==> src/rtl/lsu.sv <==
// Load/store unit for the memory-access stage of the multi-cycle core.
// One load or store is accepted per request while idle. Loads return
// sign/zero-extended data on rdata_o. Word stores write directly. Byte and
// halfword stores are done as a read-modify-write of the containing word.
// A per-transaction timeout aborts any RAM access that is never acknowledged.
//
// Ports:
//   clk, reset           clock; asynchronous active-low reset
//   req_i, we_i          start request (sampled in IDLE); 1 = store
//   funct3_i             width/sign code (LB/LH/LW/LBU/LHU, SB/SH/SW)
//   addr_i, wdata_i      byte address and store data
//   busy_o, done_o       busy outside IDLE; one-cycle completion pulse
//   rdata_o              extended load result, held until the next good load
//   misalign_o           error pulse with done_o: misaligned or illegal code
//   timeout_o            error pulse with done_o: no acknowledge in time
//   mem_req_o, mem_we_o  RAM request (held until ack) and write enable
//   mem_addr_o           word-aligned RAM address
//   mem_wdata_o          full word to write
//   mem_rdata_i          RAM read word, valid with mem_ack_i
//   mem_ack_i            RAM completion
module lsu #(
    parameter int TIMEOUT = 16
) (
    input  logic        clk,
    input  logic        reset,
    input  logic        req_i,
    input  logic        we_i,
    input  logic [2:0]  funct3_i,
    input  logic [31:0] addr_i,
    input  logic [31:0] wdata_i,
    output logic        busy_o,
    output logic        done_o,
    output logic [31:0] rdata_o,
    output logic        misalign_o,
    output logic        timeout_o,
    output logic        mem_req_o,
    output logic        mem_we_o,
    output logic [31:0] mem_addr_o,
    output logic [31:0] mem_wdata_o,
    input  logic [31:0] mem_rdata_i,
    input  logic        mem_ack_i
);

    localparam int CW = $clog2(TIMEOUT + 1);
    localparam logic [CW-1:0] CNT_ZERO = CW'(0);
    localparam logic [CW-1:0] CNT_ONE  = CW'(1);
    localparam logic [CW-1:0] CNT_LAST = CW'(TIMEOUT - 1);

    typedef enum logic [1:0] {
        IDLE = 2'd0,
        RD   = 2'd1,
        WR   = 2'd2,
        DONE = 2'd3
    } state_e;

    // Load codes 011/11x and store codes other than 000/001/010 are illegal.
    function automatic logic is_illegal(input logic we, input logic [2:0] f3);
        logic r;
        if (we) begin
            r = f3[2] | (f3[1:0] == 2'b11);
        end else begin
            r = (f3 == 3'b011) | (f3[2:1] == 2'b11);
        end
        return r;
    endfunction

    // Halfword needs addr[0]=0, word needs addr[1:0]=0; bytes are always aligned.
    function automatic logic is_misaligned(input logic [2:0] f3, input logic [1:0] lo);
        return ((f3[1:0] == 2'b01) & lo[0]) | ((f3[1:0] == 2'b10) & (lo != 2'b00));
    endfunction

    // Select the addressed lane of the read word and extend it.
    function automatic logic [31:0] load_extend(input logic [2:0] f3, input logic [1:0] lo,
                                                input logic [31:0] word);
        logic [7:0]  b;
        logic [15:0] h;
        logic [31:0] r;
        b = word[{lo, 3'b000} +: 8];
        h = lo[1] ? word[31:16] : word[15:0];
        case (f3)
            3'b000:  r = {{24{b[7]}}, b};
            3'b001:  r = {{16{h[15]}}, h};
            3'b100:  r = {24'd0, b};
            3'b101:  r = {16'd0, h};
            default: r = word;
        endcase
        return r;
    endfunction

    // Insert the low byte/half of the store data into the read word.
    function automatic logic [31:0] store_merge(input logic [2:0] f3, input logic [1:0] lo,
                                                input logic [31:0] word, input logic [31:0] wd);
        logic [31:0] r;
        r = word;
        case (f3[1:0])
            2'b00: r[{lo, 3'b000} +: 8] = wd[7:0];
            2'b01: begin
                if (lo[1]) begin
                    r[31:16] = wd[15:0];
                end else begin
                    r[15:0] = wd[15:0];
                end
            end
            default: r = wd;
        endcase
        return r;
    endfunction

    state_e        state_q, state_d;
    logic          we_q, we_d;
    logic [2:0]    f3_q, f3_d;
    logic [1:0]    lo_q, lo_d;
    logic [31:0]   wdata_q, wdata_d;
    logic [CW-1:0] cnt_q, cnt_d;
    logic          busy_q, busy_d;
    logic          done_q, done_d;
    logic          mis_q, mis_d;
    logic          to_q, to_d;
    logic [31:0]   rdata_q, rdata_d;
    logic          mreq_q, mreq_d;
    logic          mwe_q, mwe_d;
    logic [31:0]   maddr_q, maddr_d;
    logic [31:0]   mwdata_q, mwdata_d;

    // Next-state and next-output logic for the transaction FSM.
    always_comb begin
        state_d  = state_q;
        we_d     = we_q;
        f3_d     = f3_q;
        lo_d     = lo_q;
        wdata_d  = wdata_q;
        cnt_d    = cnt_q;
        mis_d    = 1'b0;
        to_d     = 1'b0;
        rdata_d  = rdata_q;
        mreq_d   = mreq_q;
        mwe_d    = mwe_q;
        maddr_d  = maddr_q;
        mwdata_d = mwdata_q;
        case (state_q)
            IDLE: begin
                if (req_i) begin
                    we_d    = we_i;
                    f3_d    = funct3_i;
                    lo_d    = addr_i[1:0];
                    wdata_d = wdata_i;
                    maddr_d = {addr_i[31:2], 2'b00};
                    cnt_d   = CNT_ZERO;
                    if (is_illegal(we_i, funct3_i) || is_misaligned(funct3_i, addr_i[1:0])) begin
                        state_d = DONE;
                        mis_d   = 1'b1;
                    end else if (we_i && (funct3_i == 3'b010)) begin
                        state_d  = WR;
                        mreq_d   = 1'b1;
                        mwe_d    = 1'b1;
                        mwdata_d = wdata_i;
                    end else begin
                        // Loads and the read half of SB/SH.
                        state_d = RD;
                        mreq_d  = 1'b1;
                        mwe_d   = 1'b0;
                    end
                end else begin
                    state_d = IDLE;
                end
            end
            RD: begin
                if (mem_ack_i) begin
                    if (we_q) begin
                        // Request stays high; only the write enable flips.
                        state_d  = WR;
                        mwe_d    = 1'b1;
                        cnt_d    = CNT_ZERO;
                        mwdata_d = store_merge(f3_q, lo_q, mem_rdata_i, wdata_q);
                    end else begin
                        state_d = DONE;
                        mreq_d  = 1'b0;
                        rdata_d = load_extend(f3_q, lo_q, mem_rdata_i);
                    end
                end else if (cnt_q == CNT_LAST) begin
                    state_d = DONE;
                    mreq_d  = 1'b0;
                    to_d    = 1'b1;
                    cnt_d   = cnt_q + CNT_ONE;
                end else begin
                    cnt_d = cnt_q + CNT_ONE;
                end
            end
            WR: begin
                if (mem_ack_i) begin
                    state_d = DONE;
                    mreq_d  = 1'b0;
                    mwe_d   = 1'b0;
                end else if (cnt_q == CNT_LAST) begin
                    state_d = DONE;
                    mreq_d  = 1'b0;
                    mwe_d   = 1'b0;
                    to_d    = 1'b1;
                    cnt_d   = cnt_q + CNT_ONE;
                end else begin
                    cnt_d = cnt_q + CNT_ONE;
                end
            end
            DONE: begin
                state_d = IDLE;
            end
            default: begin
                state_d = IDLE;
                mreq_d  = 1'b0;
                mwe_d   = 1'b0;
            end
        endcase
        done_d = (state_d == DONE);
        busy_d = (state_d != IDLE);
    end

    // State and registered outputs; reset clears everything asynchronously.
    always_ff @(posedge clk or negedge reset) begin
        if (!reset) begin
            state_q  <= IDLE;
            we_q     <= 1'b0;
            f3_q     <= 3'b000;
            lo_q     <= 2'b00;
            wdata_q  <= 32'd0;
            cnt_q    <= CNT_ZERO;
            busy_q   <= 1'b0;
            done_q   <= 1'b0;
            mis_q    <= 1'b0;
            to_q     <= 1'b0;
            rdata_q  <= 32'd0;
            mreq_q   <= 1'b0;
            mwe_q    <= 1'b0;
            maddr_q  <= 32'd0;
            mwdata_q <= 32'd0;
        end else begin
            state_q  <= state_d;
            we_q     <= we_d;
            f3_q     <= f3_d;
            lo_q     <= lo_d;
            wdata_q  <= wdata_d;
            cnt_q    <= cnt_d;
            busy_q   <= busy_d;
            done_q   <= done_d;
            mis_q    <= mis_d;
            to_q     <= to_d;
            rdata_q  <= rdata_d;
            mreq_q   <= mreq_d;
            mwe_q    <= mwe_d;
            maddr_q  <= maddr_d;
            mwdata_q <= mwdata_d;
        end
    end

    assign busy_o      = busy_q;
    assign done_o      = done_q;
    assign misalign_o  = mis_q;
    assign timeout_o   = to_q;
    assign rdata_o     = rdata_q;
    assign mem_req_o   = mreq_q;
    assign mem_we_o    = mwe_q;
    assign mem_addr_o  = maddr_q;
    assign mem_wdata_o = mwdata_q;

endmodule

==> config.mk <==
export PLATFORM = sky130hd
export DESIGN_NAME = lsu
export DESIGN_NICKNAME = d
export VERILOG_FILES = /design/src/rtl/lsu.sv
export SDC_FILE = /design/constraint.sdc
export NUM_CORES = 1
export LEC_CHECK = 0
export CAP_MARGIN = 10
export CORE_AREA = 2 2 108 188
export CTS_BUF_LIST = sky130_fd_sc_hd__clkbuf_4
export CTS_CLUSTER_SIZE = 24
export DETAILED_ROUTE_END_ITERATION = 8
export DIE_AREA = 0 0 110 190
export GPL_TIMING_DRIVEN = 0
export PLACE_DENSITY_LB_ADDON = 0.12
export SLEW_MARGIN = 30
export SYNTH_ARGS = -nofsm -noshare
export SYNTH_HDL_FRONTEND = slang
export SYNTH_SLANG_ARGS = --single-unit
==> constraint.sdc <==
create_clock -name clk -period 2.7 [get_ports clk]
set_input_delay 0.81 -clock clk [delete_from_list [all_inputs] [get_ports clk]]
set_output_delay 0.81 -clock clk [all_outputs]
set_load 0.05 [all_outputs]
==> out/summary.md <==
For the worst setup path, the data required time is 1.89 ns. Hold is met by 0.193 ns. Max capacitance violation total: 0. For this design, the slowest cell found on the critical path is clkdlybuf4s50_1.

For the static leakage, the log shows 4.21 nW. The worst setup path is captured at an output port. The y dimension of the die was 190 um.

The most critical setup path has its startpoint at mem_wdata_o[8]$_DFFE_PN0P_. On the worst path, the slowest cell contributes a delay of 0.82 ns. The combined buffer and inverter count along the critical path was 1. The worst register-to-register path begins at lo_q[1]$_DFFE_PN0P_. After synthesis, the cell types taking the most area are dfrtp_1 49%, mux2_2 12%, nand2_1 3.6%. Power spread over the standard cell area amounts to 1390 nW/um2. The most common cell in the synthesized netlist was dfrtp_1.

The path class of the tightest hold or removal check is in -> async. The die is 110 um wide. Setup violations remaining at the end of the flow were counted as 0.

Once placement finished, the instance area stood at 9770 um2. The cell count after synthesis came out at 692. The area overhead of the layout relative to synthesis is 36.4%, and the data arrival time at the worst-slack endpoint is 1.80 ns. The run gives 0 as the final-report max-slew violation count. The critical path goes through clkdlybuf4s50_1. Counting along the longest clock path gives a buffer depth of 2. Largest net degree at the start of global routing: 80.

Setup repair after global routing left no endpoint under its margin. At the pin with the least slew margin, the transition time is 0.981 ns. The clock-pin slew reported for the worst setup and hold paths after clock tree synthesis is 0.13 ns. The H-tree generated during clock tree synthesis spans 4 levels. On the critical path the largest part of the delay comes from buffers and inverters. The initial antenna violation count was 1. The shortest clock period the worst path allows after layout came out at 2.61 ns.

The flow ran to the end, and the final reports show no timing, DRC or antenna violations. The first global-routing pass estimated 38600 um of wire. After synthesis, the most frequently instantiated cells are 145 x dfrtp_1, 77 x mux2_2, 71 x nand2_1. The Yosys step of the flow raised 0 warnings.

The global placement routability congestion was 0.895; the clock skew was 0.0226 ns. The tools report the via count of the first global-routing pass as 6938. The effective utilization at floorplan was 38.0%; the via count of the routed design was 6564.

Port buffering added 202 buffers. After detailed routing, the average wire length per cell comes to 21.7 um. The number of flops mapped to enable cells by yosys is 0, and the half-perimeter wire length after placement is 20000 um.

The endpoint identified for the worst register-to-register timing path is mem_wdata_o[1]$_DFFE_PN0P_. The cell row count is 68, and the portion of synthesized cell area occupied by the leading cell type is 49.0%. Derived from the worst setup path, the maximum achievable clock frequency is 0.383 GHz. The number of remaining DRC errors is 0, and the remaining antenna violation count after routing is 0. The share of the Yosys chip area taken by registers is 49.0%. The routed design has 25500 um of wire. After routing the design area is 10100 um2. TritonCTS built the clock tree. Synthesis inferred 145 register bits. The filler cells instantiated in the layout total 1836. For this design the top-level I/O count stands at 206. In the synthesized netlist the dominant register cell turns out to be dfrtp_1. Counting flops with an async set or reset pin after synthesis yields a share of 100%. The logs give 0.000649 V for the peak ir drop on the vdd network and 0 for the final global-route overflow total. In the finished design, the share of the clock period the worst path needs comes to 96.8%. Counting the buffers created by CTS gives 17. The via-per-instance ratio works out to 5.59. The worst setup path is launched from a flip-flop.

The mean instance size in the synthesized netlist was 10.7 um2. The register-to-register setup slack was 0.12 ns; the total number of clock tree sinks was 145. The worst setup path is of the reg -> out kind.

In the final layout, flip-flops and latches occupy 3630 um2. Of all nets on the critical path, the largest fanout is 2. The layout cell share with drive strength beyond 1 came out at 15.2%. Counting cells, the worst reg-to-reg path comes to 7.

The critical path depth in cells is 1. The number of different library cells used by synthesis comes to 58. The sum of negative setup slack came out at 0 ns. The biggest area contributor in the post-synthesis netlist is dfrtp_1. The number of failing hold endpoints at the final stage was 0. Global routing used 25.0% of the available tracks. The number of DRC markers in iteration 0 was 328; the detailed-routing iteration count for the pre-antenna-repair pass was 7. The multi-input combinational cells in the finished layout cover a total of 3480 um2.

The logs give 0.57 ns for the clock latency reported for the late side of the worst-skew pair and 34.5% for the headroom to the max-slew limit. The die covers 20900 um2. The tools report the CTS root buffer as clkbuf_4. For this run, the post-layout net count is 1033. The post-synthesis instance area was 7400 um2. The run gives 19500 um2 as the core area.
==> worst max-delay path by stage <==
| stage | slack [ns] | end |
|---|---|---|
| after global routing | 0.006 | mem_wdata_o[8] |
| after floorplan | 0.26 | mem_wdata_o[1]$_DFFE_PN0P_ |
| after detailed placement | -0.58 | mem_wdata_o[20]$_DFFE_PN0P_ |
| after CTS | 0.01 | mem_wdata_o[8] |
| after global placement | -5.34 | mem_addr_o[30]$_DFFE_PN0P_ |
| final | 0.09 | mem_wdata_o[8] |
==> what timing repair did <==
item	CTS	global route
hold buffers	0	0
pin swaps	2	0
hold endpoints to repair	0	0
setup buffers	2	0
gates resized for setup	0	2
endpoints found under the setup margin	32	9
==> registers in the layout, indices dropped and copies added (netlist names) <==
name / count
state_q: 2
busy_o: 1
cnt_q: 5
we_q: 1
mem_addr_o: 30
done_o: 1
lo_q: 2
mem_wdata_o: 32
timeout_o: 1
misalign_o: 1
f3_q: 3
rdata_o: 32
mem_we_o: 1
mem_req_o: 1
wdata_q: 32
==> layout by cell type (no fill, tap or decap), drive strengths merged, types with 4 or more instances in the layout <==
cell type      instances
dfrtp                145
inv                   19
clkdlybuf4s50        201
a31oi                  7
clkinv                 8
and3b                  4
nand2                 72
mux2i                  8
nor3                  10
o2111ai               16
mux2                  77
nand2b                 9
a21oi                 13
ha                    13
o21ai                 32
clkbuf                48
nand3                 49
o31ai                 11
buf                   28
a221o                 16
nand3b                10
a32o                  17
a22oi                  8
nor2                  43
a22o                   8
o22a                   8
a221oi                 9
==> layout make-up <==
| class | count | area share [%] |
|---|---|---|
| flip-flops and latches | 145 | 35.9 |
| multi-input cells | 475 | 34.5 |
| repair buffers | 205 | 20.5 |
| well taps | 245 | 3.04 |
| plain buffers | 52 | 2.33 |
| clock buffers | 20 | 1.49 |
| clock inverters | 12 | 1.40 |
| inverters | 20 | 0.744 |
| diodes | 1 | 0.0248 |
==> metal layers <==
layer	vias up	part of all wire, %	track usage, %
li1	3021	-	-
met1	3183	36	27.4
met2	287	51	42.9
met3	73	6.4	5.28
met4	0	6.3	15.7
met5	-	0	0
==> stage by stage <==
step	util (%)	total power, mW	setup WS, ns	instances
final	51.8	14.1	0.0863	1175
after detailed placement	50.1	12.6	-0.578	1141
after global routing	51.8	14.9	0.00646	1175
after floorplan	-	9.59	0.264	693
after CTS	51.7	14.1	0.0119	1174
after global placement	50.0	12.5	-5.34	1140
==> cell families after synthesis <==
group                      Yosys count  synth area share (%)
and+or+nand+nor                    211                  13.9
other                                1                0.0507
DFF                                145                  49.0
adders and majority gates           13                  2.20
AOI/OAI and AO/OA                  163                  17.5
buffers and inverters               73                  4.24
muxes                               86                  13.1
==> where the power goes <==
part / internal, mW / switching (mW) / leakage, nW
Sequential: 3.22 / 0.776 / 1.74
Combinational: 3.14 / 5.44 / 2.31
Clock: 0.661 / 0.827 / 0.158
Total: 7.02 / 7.05 / 4.21
Power figures use the tool's default switching activity.
